### config.mk
export PLATFORM = sky130hd
export DESIGN_NAME = edge_detection_scheduler
export DESIGN_NICKNAME = d
export VERILOG_FILES = /design/src/rtl/edge_detection_pkg.sv /design/src/rtl/edge_detection_window_buf.sv /design/src/rtl/edge_detection_scheduler.sv
export SDC_FILE = /design/constraint.sdc
export NUM_CORES = 1
export LEC_CHECK = 0
export CAP_MARGIN = 15
export CORE_ASPECT_RATIO = 1.25
export CORE_MARGIN = 3
export CORE_UTILIZATION = 40
export DETAILED_ROUTE_END_ITERATION = 12
export GPL_TIMING_DRIVEN = 0
export PLACE_DENSITY = 0.72
export SETUP_SLACK_MARGIN = 0.15
export SYNTH_ARGS = -nofsm -noshare
export SYNTH_HDL_FRONTEND = slang
export SYNTH_SLANG_ARGS = --single-unit
### constraint.sdc
create_clock -name clk -period 2.32 [get_ports clk]
set_input_delay 0.348 -clock clk [delete_from_list [all_inputs] [get_ports clk]]
set_output_delay 0.348 -clock clk [all_outputs]
set_load 0.05 [all_outputs]
### src/rtl/edge_detection_pkg.sv
// Shared definitions for the edge-detection frame scheduler.
//   fsm_state_t : frame controller states
//   NB_*        : bit positions of the 3x3 neighbourhood inside win_pixels
//   MODE_*      : values of the per-frame step selector
package edge_detection_pkg;

  typedef enum logic [2:0] {
    IDLE   = 3'd0,
    STREAM = 3'd1,
    DRAIN  = 3'd2,
    FLUSH  = 3'd3,
    DONE   = 3'd4
  } fsm_state_t;

  localparam int NB_TL = 0;
  localparam int NB_T  = 1;
  localparam int NB_TR = 2;
  localparam int NB_R  = 3;
  localparam int NB_BR = 4;
  localparam int NB_B  = 5;
  localparam int NB_BL = 6;
  localparam int NB_L  = 7;
  localparam int NB_C  = 8;

  localparam logic MODE_STEP1 = 1'b0;
  localparam logic MODE_STEP2 = 1'b1;

endpackage

### src/rtl/edge_detection_window_buf.sv
// Two-line history buffer plus 3x3 window tap with border masking.
// Ports:
//   clk, rst    : clock, asynchronous active-low reset
//   shift_en    : shift pix into the history this cycle
//   pix         : incoming pixel (real or virtual zero)
//   col, row    : raster position of the incoming pixel; row runs past
//                 HEIGHT-1 while virtual pixels are injected
//   win_pixels_o: registered, masked neighbourhood of the centre pixel
//   win_valid_o : one-cycle pulse, win_pixels_o holds a new window
module edge_detection_window_buf
  import edge_detection_pkg::*;
#(
  parameter int WIDTH  = 8,
  parameter int HEIGHT = 8,
  parameter int COL_W  = $clog2(WIDTH),
  parameter int ROW_W  = $clog2(HEIGHT)
) (
  input  logic             clk,
  input  logic             rst,
  input  logic             shift_en,
  input  logic             pix,
  input  logic [COL_W-1:0] col,
  input  logic [ROW_W:0]   row,
  output logic [8:0]       win_pixels_o,
  output logic             win_valid_o
);

  // History of the last 2*WIDTH+2 pixels; sr_d[0] is the incoming pixel.
  // The centre is WIDTH+1 pixels behind the incoming one, so the incoming
  // pixel is always the bottom-right neighbour.
  localparam int SR_LEN = 2 * WIDTH + 2;

  logic [SR_LEN-1:0] sr_q;
  logic [SR_LEN:0]   sr_d;
  logic [8:0]        win_q;
  logic              valid_q;

  logic [COL_W-1:0]  ccol;
  logic [ROW_W:0]    crow;
  logic              issue;
  logic [8:0]        win_raw;
  logic [8:0]        kill;

  assign sr_d = {sr_q, pix};

  always_comb begin
    ccol  = (col == '0) ? COL_W'(WIDTH - 1) : col - COL_W'(1);
    crow  = (col == '0) ? row - (ROW_W+1)'(2) : row - (ROW_W+1)'(1);
    // A window exists once WIDTH+1 pixels are in the history.
    issue = (row >= (ROW_W+1)'(2)) || ((row == (ROW_W+1)'(1)) && (col != '0));

    win_raw        = '0;
    win_raw[NB_BR] = sr_d[0];
    win_raw[NB_B]  = sr_d[1];
    win_raw[NB_BL] = sr_d[2];
    win_raw[NB_R]  = sr_d[WIDTH];
    win_raw[NB_C]  = sr_d[WIDTH+1];
    win_raw[NB_L]  = sr_d[WIDTH+2];
    win_raw[NB_TR] = sr_d[2*WIDTH];
    win_raw[NB_T]  = sr_d[2*WIDTH+1];
    win_raw[NB_TL] = sr_d[2*WIDTH+2];

    // Masking also hides pixels from the neighbouring row that wrap into
    // the left/right taps, and stale history from a previous frame.
    kill = '0;
    if (ccol == '0) begin
      kill[NB_TL] = 1'b1; kill[NB_L] = 1'b1; kill[NB_BL] = 1'b1;
    end
    if (ccol == COL_W'(WIDTH - 1)) begin
      kill[NB_TR] = 1'b1; kill[NB_R] = 1'b1; kill[NB_BR] = 1'b1;
    end
    if (crow == '0) begin
      kill[NB_TL] = 1'b1; kill[NB_T] = 1'b1; kill[NB_TR] = 1'b1;
    end
    if (crow == (ROW_W+1)'(HEIGHT - 1)) begin
      kill[NB_BL] = 1'b1; kill[NB_B] = 1'b1; kill[NB_BR] = 1'b1;
    end
  end

  always_ff @(posedge clk or negedge rst) begin
    if (!rst) begin
      sr_q    <= '0;
      win_q   <= '0;
      valid_q <= 1'b0;
    end else begin
      valid_q <= shift_en && issue;
      if (shift_en) begin
        sr_q <= sr_d[SR_LEN-1:0];
        if (issue) win_q <= win_raw & ~kill;
      end
    end
  end

  assign win_pixels_o = win_q;
  assign win_valid_o  = valid_q;

endmodule

### src/rtl/edge_detection_scheduler.sv
// Frame-level controller for the edge-detection step units.
// Ports:
//   clk, rst            : clock, asynchronous active-low reset
//   start, mode         : frame start pulse and step selection (IDLE only)
//   busy, done          : frame in progress / one-cycle end-of-frame pulse
//   in_valid/in_ready/in_pixel   : raster input stream
//   win_pixels, win_valid        : neighbourhood issue to the step units
//   step_sel, step_state         : latched mode / selected unit result
//   out_valid/out_ready/out_pixel/out_last : raster output stream
//   dbg_state           : current FSM state
// Handshakes: a transfer happens on a rising edge where valid and ready
// are both high; valid never depends on ready, and an offered output
// holds its data until it is taken.
module edge_detection_scheduler
  import edge_detection_pkg::*;
#(
  parameter int WIDTH  = 8,
  parameter int HEIGHT = 8,
  parameter int COL_W  = $clog2(WIDTH),
  parameter int ROW_W  = $clog2(HEIGHT)
) (
  input  logic       clk,
  input  logic       rst,
  input  logic       start,
  input  logic       mode,
  output logic       busy,
  output logic       done,
  input  logic       in_valid,
  output logic       in_ready,
  input  logic       in_pixel,
  output logic [8:0] win_pixels,
  output logic       win_valid,
  output logic       step_sel,
  input  logic       step_state,
  output logic       out_valid,
  input  logic       out_ready,
  output logic       out_pixel,
  output logic       out_last,
  output logic [2:0] dbg_state
);

  localparam int NPIX = WIDTH * HEIGHT;
  localparam int OC_W = (NPIX > 1) ? $clog2(NPIX) : 1;

  fsm_state_t       state_q, state_d;
  logic             step_sel_q;
  logic [COL_W-1:0] col_q;
  logic [ROW_W:0]   row_q;     // one extra bit: rows HEIGHT..HEIGHT+1 during drain
  logic [OC_W-1:0]  out_cnt_q;
  logic [1:0]       occ_q;
  logic [1:0]       mem_q;
  logic             wr_ptr_q, rd_ptr_q;
  logic             res_pend_q; // step result due this cycle

  logic [2:0] load;
  logic       credit_ok;
  logic       in_hs, inject, shift_en, shift_pix;
  logic       last_in, last_inj;
  logic       push, pop;
  logic       start_ok;

  // Windows in flight are those at the step units and those whose result
  // is due; together with FIFO occupancy they must never exceed 2.
  assign load      = 3'(occ_q) + 3'(win_valid) + 3'(res_pend_q);
  assign credit_ok = load < 3'd2;

  assign start_ok  = (state_q == IDLE) && start;
  assign in_hs     = in_valid && in_ready;
  assign inject    = (state_q == DRAIN) && credit_ok;
  assign shift_en  = in_hs || inject;
  assign shift_pix = in_hs ? in_pixel : 1'b0;

  assign last_in  = (col_q == COL_W'(WIDTH - 1)) && (row_q == (ROW_W+1)'(HEIGHT - 1));
  assign last_inj = (col_q == '0) && (row_q == (ROW_W+1)'(HEIGHT + 1));

  assign push = res_pend_q;
  assign pop  = out_valid && out_ready;

  // FSM state register
  always_ff @(posedge clk or negedge rst) begin
    if (!rst) state_q <= IDLE;
    else      state_q <= state_d;
  end

  // FSM next state
  always_comb begin
    state_d = state_q;
    case (state_q)
      IDLE:   if (start) state_d = STREAM;
      STREAM: if (in_hs && last_in) state_d = DRAIN;
      DRAIN:  if (inject && last_inj) state_d = FLUSH;
      FLUSH:  if (!push && !win_valid &&
                  ((occ_q == 2'd0) || ((occ_q == 2'd1) && pop))) state_d = DONE;
      DONE:   state_d = IDLE;
      default: state_d = IDLE;
    endcase
  end

  // FSM outputs
  always_comb begin
    in_ready = 1'b0;
    busy     = 1'b0;
    done     = 1'b0;
    case (state_q)
      STREAM: begin in_ready = credit_ok; busy = 1'b1; end
      DRAIN:  busy = 1'b1;
      FLUSH:  busy = 1'b1;
      DONE:   done = 1'b1;
      default: ;
    endcase
  end

  assign dbg_state = state_q;

  // Frame setup and raster counters
  always_ff @(posedge clk or negedge rst) begin
    if (!rst) begin
      step_sel_q <= MODE_STEP1;
      col_q      <= '0;
      row_q      <= '0;
    end else if (start_ok) begin
      step_sel_q <= mode;
      col_q      <= '0;
      row_q      <= '0;
    end else if (shift_en) begin
      if (col_q == COL_W'(WIDTH - 1)) begin
        col_q <= '0;
        row_q <= row_q + (ROW_W+1)'(1);
      end else begin
        col_q <= col_q + COL_W'(1);
      end
    end
  end

  // Result capture and 2-entry output FIFO
  always_ff @(posedge clk or negedge rst) begin
    if (!rst) begin
      res_pend_q <= 1'b0;
      mem_q      <= '0;
      wr_ptr_q   <= 1'b0;
      rd_ptr_q   <= 1'b0;
      occ_q      <= '0;
      out_cnt_q  <= '0;
    end else begin
      res_pend_q <= win_valid;
      if (push) begin
        mem_q[wr_ptr_q] <= step_state;
        wr_ptr_q        <= ~wr_ptr_q;
      end
      if (pop) begin
        rd_ptr_q  <= ~rd_ptr_q;
        out_cnt_q <= out_cnt_q + OC_W'(1);
      end
      if (start_ok) out_cnt_q <= '0;
      case ({push, pop})
        2'b10:   occ_q <= occ_q + 2'd1;
        2'b01:   occ_q <= occ_q - 2'd1;
        default: occ_q <= occ_q;
      endcase
    end
  end

  assign out_valid = (occ_q != 2'd0);
  assign out_pixel = out_valid && mem_q[rd_ptr_q];
  assign out_last  = out_valid && (out_cnt_q == OC_W'(NPIX - 1));
  assign step_sel  = step_sel_q;

  edge_detection_window_buf #(
    .WIDTH (WIDTH),
    .HEIGHT(HEIGHT),
    .COL_W (COL_W),
    .ROW_W (ROW_W)
  ) u_window_buf (
    .clk         (clk),
    .rst         (rst),
    .shift_en    (shift_en),
    .pix         (shift_pix),
    .col         (col_q),
    .row         (row_q),
    .win_pixels_o(win_pixels),
    .win_valid_o (win_valid)
  );

endmodule

; ---- Word level (Yosys, flattened, before mapping)
; Cells that the tools add are included.
[totals]
ff_bits = 52
output_inout_bits = 20
elab_cells = 116
input_bits = 8
[op_classes]
n_reduce_logical = 36
eq_ne = 18
n_bitwise = 4
magnitude_cmp = 5
add_sub_neg = 10
n_mux = 30
[ops]
columns = operator, n
row1 = 2-to-1 mux 3 bit, 11
row2 = logical AND 1 bit, 16
row3 = 2-to-1 mux 4 bit, 4
row4 = 2-to-1 mux 6 bit, 2
row5 = one-hot mux 3 bit (4 select lines), 1
row6 = nonzero test 2 bit, 5
row7 = AND 9 bit, 1
row8 = == test 3 bit (second input constant), 3
row9 = logical NOT 3 bit, 3
row10 = inverter 8 -> 9 bit, 1
row11 = == test 4 x 3 -> 1 bit (second input constant), 2
row12 = 2-to-1 mux 1 bit, 8
row13 = adder 6 x 1 -> 6 bit (second input constant), 1
row14 = == test 3 x 2 -> 1 bit (second input constant), 2
row15 = == test 6 bit (second input constant), 1
row16 = != test 2 bit (second input constant), 3
row17 = adder 4 x 1 -> 4 bit (second input constant), 1
row18 = == test 2 x 1 -> 1 bit (second input constant), 2
row19 = == test 4 x 1 -> 1 bit (second input constant), 1
row20 = == test 4 bit (second input constant), 1
row21 = greater-or-equal comparator 4 x 2 -> 1 bit (second input constant), 1
row22 = logical NOT 4 bit, 1
row23 = < comparator 1 x 2 -> 1 bit (second input constant), 2
row24 = one-hot mux 2 bit (2 select lines), 1
row25 = 24 further kinds, 29

; ---- Depth between registers and ports, before layout
; Gate-level depths: netlist of the first run.
[depth]
word_depth = 8
ltp_mapped = 8
depth_no_buf = 8

; ---- Modules after synthesis
; A second synthesis of the first run with hierarchy kept.
[hier_totals]
cells_unflattened = 233
hier_area_um2 = 2608.8
[by_module_without_submodules]
columns = mod, area_each_um2, cells_each, seq_area_each_um2, instances
row1 = edge_detection_scheduler, 1343.8, 130, 600.6, 1
row2 = edge_detection_window_buf, 1265.0, 103, 700.7, 1

; ---- Worst setup path before layout of the first run
; Ideal clock, no wire load.
[synth_path]
kind = reg2out
startpoint = reg occ_q[0]
endpoint = out in_ready
path_buffers = 0
stages_incl_launch_ff = 4
arrival_ps = 2661
setup_slack_ps = -689
required_time_ps = 1972
cell_sequence = dfrtp_1 ha_1 a211o_1 nor4b_1
[synth_via]
elab_chain_cells = 4
[synth_rtl]
columns = element, line_no
row1 = from (decl), edge_detection_scheduler.sv:50  ; logic [1:0] occ_q;
row2 = from (signal assigned), edge_detection_scheduler.sv:156  ; 2'b10: occ_q <= occ_q + 2'd1;
row3 = from (signal assigned), edge_detection_scheduler.sv:157  ; 2'b01: occ_q <= occ_q - 2'd1;
row4 = from (signal assigned), edge_detection_scheduler.sv:158  ; default: occ_q <= occ_q;
row5 = adder 2 x 1 -> 3 bit, edge_detection_scheduler.sv:64  ; assign load = 3'(occ_q) + 3'(win_valid) + 3'(res_pend_q);
row6 = adder 3 x 1 -> 3 bit, edge_detection_scheduler.sv:64
row7 = < comparator 3 x 2 -> 1 bit, edge_detection_scheduler.sv:65  ; assign credit_ok = load < 3'd2;
row8 = 2-to-1 mux 1 bit, edge_detection_scheduler.sv:104  ; case (state_q)
row9 = to (decl), edge_detection_scheduler.sv:29  ; output logic in_ready,
; Every way passes these cells.

; ---- Worst setup path in the final report of the first run
[layout_path]
startpoint = reg res_pend_q (netlist: push)
endpoint = out in_ready
[layout_via]
elab_chain_cells = 3
[layout_rtl]
columns = element, line_no
row1 = from (decl), edge_detection_scheduler.sv:53  ; logic res_pend_q;
row2 = from (signal assigned), edge_detection_scheduler.sv:145  ; res_pend_q <= win_valid;
row3 = adder 3 x 1 -> 3 bit, edge_detection_scheduler.sv:64
row4 = < comparator 3 x 2 -> 1 bit, edge_detection_scheduler.sv:65
row5 = 2-to-1 mux 1 bit, edge_detection_scheduler.sv:104
; Every way passes these cells.

==> results of run 1 <==
[registers in the layout, indices dropped and copies added (netlist names)]
signal / flops
col_q: 3
dbg_state: 3
mem_q: 2
occ_q: 2
out_cnt_q: 6
push: 1
rd_ptr_q: 1
row_q: 4
step_sel: 1
u_window_buf.sr_q: 18
u_window_buf.win_pixels_o: 9
u_window_buf.win_valid_o: 1
wr_ptr_q: 1
[layout make-up]
class                      count  area, sq um
buffer                         9         48.8
clock buffer                   5         68.8
clock inverter                 3         21.3
fill                         564         2860
inverter                      12         45.0
multi-input combinational    192         1190
sequential                    52         1300
tap                           82          103
timing repair buffer          35          334
[per-layer routing]
layer	track usage	share of wire	vias to the layer above
met2	0.256	0.49	27
met1	0.189	0.47	931
met3	0.0388	0.028	7
met4	0.0386	0.012	0
met5	0	0	-
li1	-	-	970
[critical path, delay by kind of cell, from the launching register on]
family          cells  cell delay, ps
buf+inv             1             190
fa+ha+maj           1             250
simple gates        1             270
flops               1             450
compound gates      1             370
[cells in the final DEF (no fill, tap or decap), types with 8 or more instances in the layout]
cell and n:
nand2_1 72, dfrtp_1 51, clkdlybuf4s50_1 20, nor2_1 15
ha_1 15, inv_1 11, nand3_1 9, o21ai_0 9
nand4_1 8, a21oi_1 8
[final timing paths]
path	start	to	slack, ps	cells past startpoint
setup / recovery	push$_DFF_PN0_	in_ready	140	4
hold / removal	u_window_buf.win_valid_o$_DFF_PN0_	push$_DFF_PN0_	460	0
setup reg to reg	push$_DFF_PN0_	col_q[1]$_DFFE_PN0P_	200	7
hold reg to reg	u_window_buf.win_valid_o$_DFF_PN0_	push$_DFF_PN0_	460	0
max in group asynchronous	rst	push$_DFF_PN0_	1290	3
min in group asynchronous	rst	out_cnt_q[3]$_DFFE_PN0P_	500	2
[metrics by stage]
stage	setup WS, ps	utilization
after floorplan	216	-
after global placement	-645	0.492
after detailed placement	-179	0.494
after CTS	108	0.512
after global routing	44.4	0.522
final	135	0.522
[timing repair]
item,CTS,global route
gates resized for setup,16,9
endpoints found under the setup margin,28,31
hold buffers,1,0
buffers inserted,1,5
pin swaps,2,4
endpoints found under the hold margin,17,0
[power by group through the flow]
stage               clock network, mW  registers [mW]  logic (mW)
floorplan                           0            1.73        1.19
global placement                    0            1.56        1.84
detailed placement                  0            1.57        1.90
CTS                             0.539            1.55        1.91
global route                    0.586            1.61        2.23
finish                          0.522            1.56        2.00
[cells by family (layout without fill, tap and decap cells)]
logic type,count (synthesis),after routing
buf+inv,21,64
fa+ha+maj,16,16
compound gates,29,29
flops,52,52
simple gates,129,129
xor+xnor,13,13
mux,5,5
==> out/results.tsv, run 1 <==
metric	value	unit
cts_sinks	52	
final_area	3120	sq um
cap_violations	0	
synth_area_leaders	dfrtp_1 51%, nand2_1 11%, ha_1 7.9%	
syn_inst	265	
powerDensity	1310	nW/um^2
post_dp_cell_area	2950	sq um
power_frac_seq	0.382	
rsz0062_at_grt	true	
worstPathCellList	ha_4 -> a211o_4 -> nor4b_4 -> buf_6	
grt.total_usage	0.149	
dp.cells	375	
hold_viol	0	
wl_per_cell	13.1	microns
cp-end-kind	primary output	
finalClockSkew	5.38	ps
synth_common_cells	72 x nand2_1, 52 x dfrtp_1, 16 x ha_1	
ys_ff_latch	52	
yosysSeqAreaShare	0.512	
synth_edf_count	0	
critPathMaxStageDelay	450	ps
ir_worst_vdd	0.474	mV
dieHeight	95.2	microns
place.port_buffers	27	
outcome	finished clean	
finalSetupViolCount	0	
clock_latency	310	ps
finalMaxSlewViolations	0	
die-area	7360	sq um
crit_slowest_cell	dfrtp_2	
row_count	31	
cp_max_fo	5	
synth-xor-area-share	0.0448	
cts_max_level	2	
crit_required	1970	ps
grt_pass1_wl	8.91	mm
synthesis.area	2540	sq um
start_util	0.426	
grt_pass1_vias	1908	
timing.slew.headroom	0.543	
grt_max_degree	36	
synth_fa_ha_area_frac	0.0787	
antenna_cells	0	
drt_first_pass_iters	4	
vias_per_cell	4.96	
finalNonFillerCells	390	
post-route-period-util	0.942	
power_switching	1.81	mW
cp-start-kind	flip-flop	
drc_errors	0	
period_needed	2180	ps
switching_share	0.443	
cts_tree	built	
grt_overflow_total	0	
synth_compound_gate_area_share	0.0807	
tns	0	ps
cts-root-buf	clkbuf_8	
layout-drive-gt1-share	0.114	
power.total	4.08	mW
ys_types	36	
syn-num-nets	289	
syn_avg_cell_area	9.60	sq um
vias	1935	
layout.nets	331	
synth_mux_area_frac	0.0212	
synth_top_area_cell	dfrtp_1	
internal_power	2.27	mW
drt_iter0_drc	85	
p_comb_frac	0.490	
fmax	458	MHz
clk_pin_slew_worst_paths	90	ps
synth-simple-area-share	0.228	
synth_async_sr_flop_share	1.00	
clockBufferDepth	2	
pin_count	28	
cts_buffers	5	
antenna_found_initial	0	
globalplace.congestion	0.810	
yosysMostFrequentCell	nand2_1	
arrival	1840	ps
core	5970	sq um
dpl.hpwl	3.71	mm
synth_top_family_by_area	simple AND/OR/NAND/NOR gates	
yosys_most_used_dff	dfrtp_1	
worst_pin_slew	685	ps
power.leakage	1.46	nW
ant_nets	0	
yosysWarnings	0	
crit_type	reg2out	
chipWidth	77.3	microns
hold_slack	465	ps
synth.top_cell.area_share	0.512	
hold_path.class	reg2reg	
wl	5.12	mm
clockPowerShare	0.128	
syn_to_final_growth	22.6	%
No activity file was read; power rests on OpenSTA's default activity.
==> run 2: changes to the inputs <==
--- a/config.mk
+++ b/config.mk
@@ -7,8 +7,8 @@
 export LEC_CHECK = 0
 export CAP_MARGIN = 15
 export CORE_ASPECT_RATIO = 1.25
-export CORE_MARGIN = 3
 export CORE_UTILIZATION = 40
+export CTS_CLUSTER_SIZE = 14
 export DETAILED_ROUTE_END_ITERATION = 12
 export GPL_TIMING_DRIVEN = 0
 export PLACE_DENSITY = 0.72
==> out/results.tsv, run 2 (synthesized netlist as in run 1, its figures left out) <==
metric	value	unit
ir_worst_vdd	0.461	mV
antenna_cells	0	
dieHeight	91.2	microns
hold_slack	-12.1	ps
drc_errors	0	
cap_violations	0	
cts-root-buf	clkbuf_8	
rrSetupSlack	210	ps
globalplace.congestion	0.787	
die-area	6680	sq um
violations	hold timing	
layout-drive-gt1-share	0.108	
chipWidth	73.3	microns
finalNonFillerCells	391	
startpoint	occ_q[0]$_DFFE_PN0P_	
clockBufferDepth	2	
worst_pin_slew	744	ps
grt_max_degree	32	
syn_to_final_growth	21.1	%
timing.slew.headroom	0.503	
dpl.hpwl	3.75	mm
crit_required	1970	ps
period_needed	2130	ps
outcome	complete, but fails checks	
pin_count	28	
layout.nets	329	
cts_max_level	2	
grt_overflow_total	0	
fill_cells	611	
vias_per_cell	4.95	
vias	1934	
drt_iter0_drc	62	
grt_pass1_wl	8.70	mm
largest_reg_flops	18	
clk_pin_slew_worst_paths	100	ps
tns	0	ps
post-route-period-util	0.920	
cts.hold.buffers_added	0	
layout_commonest_cell	nand2_1	
finalMaxSlewViolations	0	
final.setup.worst_slack	185	ps
wl_per_cell	12.7	microns
cts_tree	built	
core	6170	sq um
place_ws	-181	ps
antenna_found_initial	0	
cts_sinks	52	
largest_register	u_window_buf.sr_q	
powerDensity	1300	nW/um^2
clock_latency	310	ps
reg2reg_depth	6	
drt_first_pass_iters	4	
r2r-start	occ_q[0]$_DFFE_PN0P_	
power.leakage	1.45	nW
cts_buffers	5	
row_count	32	
finalClockSkew	10.7	ps
cp-start-kind	flip-flop	
grt_pass1_vias	1988	
hold_path.class	in2async	
crit_type	reg2out	
grt.total_usage	0.168	
ant_nets	0	
wl	4.95	mm
fmax	468	MHz
start_util	0.413	
dp.cells	378	
hold_viol	6	
mostFrequentLayoutCells	72 x nand2_1, 52 x dfrtp_1, 20 x clkdlybuf4s50_1	
rsz0062_at_grt	true	
endpoint	in_ready	
place.port_buffers	27	
power.total	4.01	mW
cp-end-kind	primary output	
cp_max_fo	5	
r2r_end	u_window_buf.win_pixels_o[5]$_DFFE_PN0P_	
arrival	1790	ps
finalSetupViolCount	0	
run 2: area by class of cell:
type	instances	area, sq um	share of cell area
Buffer	9	48.8	0.0158
Sequential cell	52	1300	0.423
Inverter	12	45.0	0.0146
Multi-Input combinational cell	192	1170	0.382
Clock buffer	5	68.8	0.0223
Clock inverter	3	21.3	0.00691
Timing Repair Buffer	33	313	0.102
Tap cell	85	106	0.0345
run 2: how the worst min path moves through the flow:
stage / start / endpoint / slack [ps] / depth (start not counted)
2_1_floorplan: rst / col_q[0]$_DFFE_PN0P_ / 50 / 0
3_3_place_gp: u_window_buf.win_valid_o$_DFF_PN0_ / push$_DFF_PN0_ / 420 / 0
3_5_place_dp: rst / out_cnt_q[3]$_DFFE_PN0P_ / 340 / 1
4_1_cts: rst / out_cnt_q[3]$_DFFE_PN0P_ / 6 / 1
5_1_grt: rst / out_cnt_q[3]$_DFFE_PN0P_ / 10 / 1
6_report: rst / out_cnt_q[3]$_DFFE_PN0P_ / -10 / 1
run 2: per-stage QoR:
step / instance area [sq um] / util
2_1_floorplan: 2560 / -
3_3_place_gp: 2940 / 0.477
3_5_place_dp: 2960 / 0.479
4_1_cts: 3060 / 0.497
5_1_grt: 3080 / 0.499
6_report: 3080 / 0.499
run 2: what timing repair did:
action                                  4_1_cts  5_1_grt
buffers inserted                              3        2
endpoints found under the setup margin       29       22
pin swaps                                     1        1
gates resized for setup                      15        9
run 2: critical path, stage by stage, from the launching register on:
cell     delay, ps
dfrtp_1        390
ha_1           290
a211o_2        370
nor4b_4        240
buf_6          190
run 2: per-layer routing:
layer | up-vias | global-route usage | wire length, microns
li1 | 963 | - | -
met1 | 930 | 0.192 | 2240
met2 | 29 | 0.299 | 2480
met3 | 12 | 0.0377 | 121
met4 | 0 | 0.0609 | 116
met5 | - | 0 | 0
run 2: power by group:
group          total, mW  leakage [nW]  switching [mW]  internal, mW
logic               1.95         0.730            1.20         0.748
clock network      0.527        0.0445           0.313         0.215
registers           1.53         0.673           0.273          1.26
total               4.01          1.45            1.79          2.22
==> run 3: changes to the inputs <==
--- a/config.mk
+++ b/config.mk
@@ -11,7 +11,6 @@
 export CTS_CLUSTER_SIZE = 14
 export DETAILED_ROUTE_END_ITERATION = 12
 export GPL_TIMING_DRIVEN = 0
-export PLACE_DENSITY = 0.72
 export SETUP_SLACK_MARGIN = 0.15
 export SYNTH_ARGS = -nofsm -noshare
 export SYNTH_HDL_FRONTEND = slang
==> out/results.tsv, run 3 (synthesized netlist as in run 1, its figures left out) <==
metric	value	unit
finalSetupViolCount	0	
path_delay_family	flip-flops	
timing.slew.headroom	0.627	
clockPowerShare	0.127	
cap_violations	0	
layout.nets	333	
power_frac_seq	0.378	
met2_usage	0.299	
die-area	6680	sq um
chipWidth	73.3	microns
worst_pin_slew	559	ps
switching_share	0.440	
dpl.hpwl	3.70	mm
period_needed	2170	ps
place.port_buffers	27	
use_met3	0.0300	
clk_pin_slew_worst_paths	90	ps
multi_input_area	1210	sq um
drt_iter0_drc	66	
fmax	461	MHz
largest_reg_flops	18	
layout_commonest_cell	nand2_1	
grt_pass1_wl	8.88	mm
final.setup.worst_slack	150	ps
wl	5.05	mm
cts_tree	built	
cp-end-kind	primary output	
final_area	3160	sq um
grt_max_degree	40	
cts_sinks	52	
crit_buf_inv	1	
drt_first_pass_iters	4	
cts-root-buf	clkbuf_8	
dieHeight	91.2	microns
largest_register	u_window_buf.sr_q	
hold_viol	0	
cp_max_fo	5	
crit_required	1970	ps
layout-drive-gt1-share	0.126	
p_comb_frac	0.495	
drc_errors	0	
outcome	finished clean	
powerDensity	1290	nW/um^2
grt_pass1_vias	1967	
grt_use_met1	0.211	
hold_path.class	reg2reg	
post-route-period-util	0.935	
crit_slowest_cell	dfrtp_1	
grt_busiest_layer	met2	
clock_latency	300	ps
crit_type	reg2out	
antenna_found_initial	0	
power.leakage	1.48	nW
power_switching	1.79	mW
pin_count	28	
place_ws	-176	ps
syn_to_final_growth	24.2	%
clockBufferDepth	2	
start_util	0.413	
wl_per_cell	12.8	microns
critPathMaxStageDelay	420	ps
antenna_cells	0	
rsz0062_at_grt	true	
seq_area	1300	sq um
globalplace.congestion	0.740	
ir_worst_vdd	0.517	mV
row_count	32	
cts_max_level	2	
fill_cells	606	
mostFrequentLayoutCells	71 x nand2_1, 52 x dfrtp_1, 20 x clkdlybuf4s50_1	
post_dp_cell_area	2960	sq um
internal_power	2.29	mW
vias_per_cell	4.88	
cts_buffers	5	
ant_nets	0	
worstPathCellList	ha_1 -> a211o_4 -> nor4b_4 -> buf_6	
grt.total_usage	0.171	
power.total	4.08	mW
arrival	1820	ps
core	6170	sq um
vias	1926	
grt_overflow_total	0	
finalMaxSlewViolations	0	
finalClockSkew	3.99	ps
cp-start-kind	flip-flop	
==> run 3: metal layers <==
layer | vias to the layer above | part of all wire
met5 | - | 0
met4 | 0 | 0.013
met3 | 6 | 0.027
met2 | 26 | 0.51
met1 | 921 | 0.45
li1 | 973 | -
==> run 3: timing repair <==
item                                   CTS  global route
setup buffers                            4             3
setup endpoints to repair               28            39
pin swaps                                1             2
endpoints found under the hold margin   13             0
resized for setup                       16            18
gates cloned                             0             1
hold buffers                             1             0
==> run 3: power by group through the flow <==
stage               logic, mW  registers, mW  clock network (mW)
finish                   2.02           1.54               0.518
global route             2.25           1.60               0.577
CTS                      1.93           1.55               0.548
detailed placement       1.89           1.57                   0
global placement         1.85           1.56                   0
floorplan                1.19           1.73                   0
==> run 3: final timing paths <==
kind / start / end / slack, ps / cells after the start
worst max-delay path: occ_q[0]$_DFFE_PN0P_ / in_ready / 150 / 4
worst min-delay path: u_window_buf.win_valid_o$_DFF_PN0_ / push$_DFF_PN0_ / 460 / 0
worst max register to register: occ_q[0]$_DFFE_PN0P_ / col_q[0]$_DFFE_PN0P_ / 190 / 6
worst min register to register: u_window_buf.win_valid_o$_DFF_PN0_ / push$_DFF_PN0_ / 460 / 0
max in group asynchronous: rst / u_window_buf.sr_q[2]$_DFFE_PN0P_ / 1330 / 3
min in group asynchronous: rst / out_cnt_q[5]$_DFFE_PN0P_ / 470 / 2
==> run 3: metrics by stage <==
stage           util  TNS, ps  hold WS, ps  instances
6_report       0.512        0          459        395
5_1_grt        0.512        0          475        395
4_1_cts        0.500        0          443        391
3_5_place_dp   0.479     -176          274        378
3_3_place_gp   0.477   -37470          421        377
2_1_floorplan      -        0         52.4        265
==> run 3: cell type report <==
cell class	instances	area share
buffer	9	0.0154
clock buffer	6	0.0230
clock inverter	2	0.00515
inverter	12	0.0150
multi-input combinational	192	0.383
sequential	52	0.412
tap	85	0.0337
timing repair buffer	37	0.113
